<file path="src/rtl/pipe_ctrl_pkg.sv">
// Shared types for the EX-stage forwarding / hazard controller: select codes,
// FSM states and the shadow scoreboard entry.
package pipe_ctrl_pkg;

  localparam int SB_RAW = 5;

  localparam logic [1:0] FWD_REG = 2'b00;
  localparam logic [1:0] FWD_WB  = 2'b01;
  localparam logic [1:0] FWD_MEM = 2'b10;

  typedef enum logic [1:0] {RUN, LU, MC} state_e;

  typedef struct packed {
    logic              valid;
    logic [SB_RAW-1:0] rd;
    logic              regwrite;
    logic              memread;
  } sb_entry_t;

  function automatic logic fwd_src(input sb_entry_t e);
    return e.valid & e.regwrite & (e.rd != '0);
  endfunction

endpackage

</file>
<file path="src/rtl/fwd_sel_unit.sv">
// Operand forward-select comparator: picks the youngest in-flight producer of
// src_i, MEM result (current EX entry) ahead of WB result (current MEM entry).
module fwd_sel_unit
  import pipe_ctrl_pkg::*;
(
  input  logic [SB_RAW-1:0] src_i,
  input  logic              use_i,
  input  sb_entry_t         ex_i,
  input  sb_entry_t         mem_i,
  output logic [1:0]        sel_o
);

  logic unused_memread;
  assign unused_memread = ex_i.memread ^ mem_i.memread;

  always_comb begin
    sel_o = FWD_REG;
    if (use_i) begin
      if (fwd_src(ex_i) && (ex_i.rd == src_i)) begin
        sel_o = FWD_MEM;
      end else if (fwd_src(mem_i) && (mem_i.rd == src_i)) begin
        sel_o = FWD_WB;
      end
    end
  end

endmodule

</file>
<file path="src/rtl/fwd_hazard_ctrl.sv">
// EX-stage forwarding and hazard controller: shadow scoreboard of EX/MEM/WB,
// registered ALU operand selects, load-use bubble and multi-cycle MUL hold.
module fwd_hazard_ctrl
  import pipe_ctrl_pkg::*;
#(
  parameter int MUL_LAT = 4,
  parameter int RAW     = SB_RAW
) (
  input  logic           clk_i,
  input  logic           rst_n_i,
  input  logic           id_valid_i,
  input  logic [RAW-1:0] id_rs_i,
  input  logic [RAW-1:0] id_rt_i,
  input  logic           id_use_rs_i,
  input  logic           id_use_rt_i,
  input  logic [RAW-1:0] id_rd_i,
  input  logic           id_regwrite_i,
  input  logic           id_memread_i,
  input  logic           id_multi_i,
  input  logic           flush_i,
  output logic [1:0]     fwd_a_sel_o,
  output logic [1:0]     fwd_b_sel_o,
  output logic           stall_o,
  output logic           bubble_o,
  output logic           ex_hold_o
);

  localparam logic [3:0] CNT_LOAD = 4'(MUL_LAT - 1);

  state_e     state_q, state_d;
  sb_entry_t  ex_q, ex_d, mem_q, mem_d, wb_q, wb_d, id_ent;
  logic [3:0] cnt_q, cnt_d;
  logic [1:0] fwd_a_q, fwd_a_d, fwd_b_q, fwd_b_d, sel_a, sel_b;
  logic       ex_hold_q, ex_hold_d;
  logic       id_live, lu_hazard, adv;

  // WB is tracked for completeness only; distance-3 hazards go through the regfile.
  logic unused_wb;
  assign unused_wb = ^wb_q;

  assign id_live = id_valid_i & ~flush_i;

  always_comb begin
    id_ent          = '0;
    id_ent.valid    = id_live;
    id_ent.rd       = id_live ? id_rd_i : '0;
    id_ent.regwrite = id_live & id_regwrite_i;
    id_ent.memread  = id_live & id_memread_i;
  end

  assign lu_hazard = (state_q == RUN) & id_live & ex_q.valid & ex_q.memread &
                     ((id_use_rs_i & (id_rs_i == ex_q.rd)) |
                      (id_use_rt_i & (id_rt_i == ex_q.rd)));

  fwd_sel_unit u_sel_a (
    .src_i (id_rs_i),
    .use_i (id_use_rs_i & id_live),
    .ex_i  (ex_q),
    .mem_i (mem_q),
    .sel_o (sel_a)
  );

  fwd_sel_unit u_sel_b (
    .src_i (id_rt_i),
    .use_i (id_use_rt_i & id_live),
    .ex_i  (ex_q),
    .mem_i (mem_q),
    .sel_o (sel_b)
  );

  always_comb begin
    state_d   = state_q;
    cnt_d     = cnt_q;
    ex_d      = ex_q;
    mem_d     = mem_q;
    wb_d      = wb_q;
    fwd_a_d   = fwd_a_q;
    fwd_b_d   = fwd_b_q;
    ex_hold_d = 1'b0;
    stall_o   = 1'b0;
    bubble_o  = 1'b0;
    adv       = 1'b0;

    case (state_q)
      RUN: begin
        if (lu_hazard) begin
          stall_o  = 1'b1;
          bubble_o = 1'b1;
          wb_d     = mem_q;
          mem_d    = ex_q;
          ex_d     = '0;
          fwd_a_d  = FWD_REG;
          fwd_b_d  = FWD_REG;
          state_d  = LU;
        end else begin
          adv = 1'b1;
        end
      end
      LU: adv = 1'b1;
      MC: begin
        // MUL stays in EX while MEM drains with invalid slots.
        stall_o = 1'b1;
        wb_d    = mem_q;
        mem_d   = '0;
        cnt_d   = cnt_q - 4'd1;
        if (cnt_q == 4'd1) begin
          state_d = RUN;
        end else begin
          ex_hold_d = 1'b1;
        end
      end
      default: state_d = RUN;
    endcase

    if (adv) begin
      wb_d    = mem_q;
      mem_d   = ex_q;
      ex_d    = id_ent;
      fwd_a_d = sel_a;
      fwd_b_d = sel_b;
      state_d = RUN;
      if (id_live && id_multi_i) begin
        cnt_d     = CNT_LOAD;
        state_d   = MC;
        ex_hold_d = 1'b1;
      end
    end
  end

  always_ff @(posedge clk_i or negedge rst_n_i) begin
    if (!rst_n_i) begin
      state_q   <= RUN;
      cnt_q     <= '0;
      ex_q      <= '0;
      mem_q     <= '0;
      wb_q      <= '0;
      fwd_a_q   <= FWD_REG;
      fwd_b_q   <= FWD_REG;
      ex_hold_q <= 1'b0;
    end else begin
      state_q   <= state_d;
      cnt_q     <= cnt_d;
      ex_q      <= ex_d;
      mem_q     <= mem_d;
      wb_q      <= wb_d;
      fwd_a_q   <= fwd_a_d;
      fwd_b_q   <= fwd_b_d;
      ex_hold_q <= ex_hold_d;
    end
  end

  assign fwd_a_sel_o = fwd_a_q;
  assign fwd_b_sel_o = fwd_b_q;
  assign ex_hold_o   = ex_hold_q;

endmodule

</file>
<file path="config.mk">
export PLATFORM = sky130hd
export DESIGN_NAME = fwd_hazard_ctrl
export DESIGN_NICKNAME = d
export VERILOG_FILES = /design/src/rtl/pipe_ctrl_pkg.sv /design/src/rtl/fwd_sel_unit.sv /design/src/rtl/fwd_hazard_ctrl.sv
export SDC_FILE = /design/constraint.sdc
export NUM_CORES = 1
export LEC_CHECK = 0
export CORE_UTILIZATION = 40
export CTS_CLUSTER_DIAMETER = 80
export DETAILED_ROUTE_END_ITERATION = 8
export PLACE_DENSITY_LB_ADDON = 0.2
export SLEW_MARGIN = 20
export SYNTH_ARGS = -nofsm -noshare
export SYNTH_HDL_FRONTEND = slang
export SYNTH_SLANG_ARGS = --single-unit
</file>
<file path="constraint.sdc">
create_clock -name clk_i -period 5.3 [get_ports clk_i]
set_input_delay 1.06 -clock clk_i [delete_from_list [all_inputs] [get_ports clk_i]]
set_output_delay 1.06 -clock clk_i [all_outputs]
set_load 0.1 [all_outputs]
</file>
==> impl_results.md <==
- Outcome: finished, final reports clean
- Count of input and output buffers: 30
- F_max: roughly 250 MHz
- Die area: roughly 0.0038 sq mm
- Post-DR wirelength/cell: between 10 and 15 microns
- Fraction of layout cells with a size suffix above 1: 0.133
- Hold Crit Depth: 2
- WL final: around 3100 microns
- Worst slew margin: 0.347
- Post-Syn Instances: 135
- R2r endpoint: cnt_q[1]$_DFF_PN0_
- Seq/Total Area, Yosys: 0.458
- Final setup viols: 0
- Die width: roughly 60 microns
- Critical-path top delay cell: clkdlybuf4s50_1
- Fin. Hold Viols: 0
- TritonCTS buffer count: 3
- Max Slew Vio Count: 0
- CP cell instances: clkdlybuf4s50_1 > xor2_1 > nor3_1 > nand4_1 > a21oi_1 > a21o_1 > buf_4
- P per Cell Area: between 300 and 400 mW/mm^2
- Initial antenna violation count: 0
- Reg area: 651 sq um
- Clk sinks: 26
- CP Launch Point: id_rt_i[1]
- Top Family by Delay on Critical Path: buffers and inverters
- Area of the mapped netlist: between 0.001 and 0.0015 sq mm
- Vias: about 1100
- Mean post-synth cell area: about 11 sq um
- Least-Margin Pin Slew: between 0.9 and 1 ns
- Hold WC Path Type: reg2reg
- Antenna viol nets, final: 0
- Worst-skew pair later-pin latency: approximately 0.32 ns
- Drt pass-1 iters: 4
- Total gr overflow: 0
- NumNets Final: ~190
- CTS tree: done
- WP depth: 7
- Pre-CTS setup slack: approximately 1.3 ns
- Chip height: ~62 microns
- Clk slew on worst S/H paths: around 0.13 ns
- Post-synth EDFFs: 0
- Setup CP Type: in2out
- Reg2reg start: ex_q[2]$_DFFE_PN0P_
- Syn nets: around 160
- Detailed placement HPWL: around 2400 microns
- Critical Path End: stall_o
- Reg2Reg Setup Slack: 3.38 ns
- Initial Util: 0.423
- Number of DRC markers in iteration 0: 36
- Post-CTS setup buffers: 0
- Post-synth top flop: dfrtp_1
- Peak supply drop: 231 uV
- Fin worst setup slack: between 1 and 1.5 ns
- Cts repair resizes: 0
- Core outline area: approximately 0.0034 sq mm
- Seq cells post-synth: 26
- Worst path bufs/invs: 2
- Cell area after layout: approximately 0.0018 sq mm
- CP startpoint kind: primary input
- Worst Skew: ~0.015 ns
- Vias per cell: between 5 and 6
- Final worst path period need: around 4 ns
- GP Congestion: 0.816
- Worst-case clock buffer depth: 2
- FF-to-FF path depth: 5
- Placed Area: approximately 0.0017 sq mm
- Root Driver: clkbuf_4
- WP data required: roughly 4.2 ns
- # H-tree levels: 1
- Setup crit end kind: output pin
- Vias in the first global route: approximately 1100
- Largest net degree at the start of global routing: 27
- Rows: 21
- Delay of the slowest critical-path stage: 0.46 ns
- Post-CTS Hold Buffers: 0
- Library cells used by synthesis: 31
- Setup TNS: 0 ns
- Gr usage total: 0.178
- N_diodes: 0
- Worst Path Arrival: between 2 and 3 ns
- RSZ-0062 raised after global routing: false
- Fill cells: about 340
- Asr flop ratio synth: 1.00
- Area growth, synth to finish: 25.5%
- Tot Pwr: just under 0.7 mW
- Area of the multi-input gates: ~700 sq um
- CP Max Fanout: 3
- DRC Markers: 0
- Yosys warning total: 0
- Leak: 0.788 nW
- Final core occ: 0.531
- Ports: 31
- Max Cap Viol: 0
- First-pass GRT wire length: 4870 microns
- Final cycle utilization of the critical path: 0.758
-- layout by cell type, fill, tap and decap left out, drive strengths merged, types with 3 or more instances in the layout --
cell type,instances
clkdlybuf4s50,28
dfrtp,26
xor2,16
nand2,13
inv,10
o21ai,9
xnor2,7
a21o,7
a22o,7
a21oi,5
nor4,5
nand3,4
clkbuf,4
nor2,3
buf,3
-- where the power goes --
group | switching, mW | internal [mW] | total [mW]
Sequential | 0.0723 | 0.247 | 0.319
Clock | 0.0568 | 0.0420 | 0.0988
Combinational | 0.155 | 0.115 | 0.270
-- worst min-delay path by stage --
| stage | end | startpoint | slack [ns] |
|---|---|---|---|
| 6_report | mem_q[7]$_DFFE_PN0P_ | mem_q[7]$_DFFE_PN0P_ | 0.50 |
| 5_1_grt | mem_q[7]$_DFFE_PN0P_ | mem_q[7]$_DFFE_PN0P_ | 0.53 |
| 4_1_cts | mem_q[7]$_DFFE_PN0P_ | mem_q[7]$_DFFE_PN0P_ | 0.50 |
| 3_5_place_dp | mem_q[7]$_DFFE_PN0P_ | mem_q[7]$_DFFE_PN0P_ | 0.47 |
| 3_3_place_gp | mem_q[7]$_DFFE_PN0P_ | mem_q[7]$_DFFE_PN0P_ | 0.46 |
| 2_1_floorplan | mem_q[7]$_DFFE_PN0P_ | mem_q[7]$_DFFE_PN0P_ | 0.45 |
-- metal layers --
| metal | GRT usage | wire (microns) | part of all wire |
|---|---|---|---|
| met2 | 0.293 | 1500 | 0.48 |
| met1 | 0.224 | 1460 | 0.47 |
| met4 | 0.0952 | 53 | 0.017 |
| met3 | 0.0273 | 108 | 0.035 |
| met5 | 0 | 0 | 0 |
-- cells in the mapped netlist, types with 2 or more instances --
cell type,instances,area share
nor2_1,3,0.0079
nor3_1,2,0.0070
a21o_1,7,0.037
xor2_1,16,0.099
inv_1,10,0.026
ha_1,2,0.018
clkbuf_1,3,0.0079
xnor2_1,7,0.043
nor4_1,4,0.018
a21oi_1,5,0.018
o21ai_0,7,0.025
nand2_1,13,0.034
o2111ai_1,2,0.012
dfrtp_1,26,0.46
o21ai_2,2,0.012
buf_6,2,0.016
nand3_1,4,0.014
a22o_2,7,0.049
-- flip-flops by register name (all words and copies together), names as in the netlist --
name and flops:
ex_q 8, cnt_q 4, mem_q 7, fwd_a_sel_o 2, state_q 2, fwd_b_sel_o 2, ex_hold_o 1
-- tightest hold or removal path: cells and delay by family (launching register included) --
kind,cells,cell delay [ns]
flops,1,0.37
compound gates,1,0.06
simple gates,1,0.05
-- kinds of logic (layout without fill, tap and decap cells) --
family / after synthesis / after routing / synth area share
flip-flops: 26 / 26 / 0.458
buffers and inverters: 15 / 45 / 0.0502
AO/OA/AOI/OAI: 36 / 36 / 0.202
XOR/XNOR: 23 / 23 / 0.142
AND/OR/NAND/NOR: 33 / 33 / 0.131
adder cells (fa/ha/maj): 2 / 2 / 0.0176
-- metrics by stage --
step           hold WS, ns  std cells
6_report             0.499        211
5_1_grt              0.527        211
4_1_cts              0.499        211
3_5_place_dp         0.470        207
3_3_place_gp         0.462        207
2_1_floorplan        0.450        135
-- layout make-up --
type / count / share of cell area
Multi-Input combinational cell: 94 / 0.392
Inverter: 10 / 0.0210
Timing Repair Buffer: 31 / 0.170
Clock buffer: 4 / 0.0203
Tap cell: 46 / 0.0323
Sequential cell: 26 / 0.365
No activity file was read; power rests on OpenSTA's default activity.
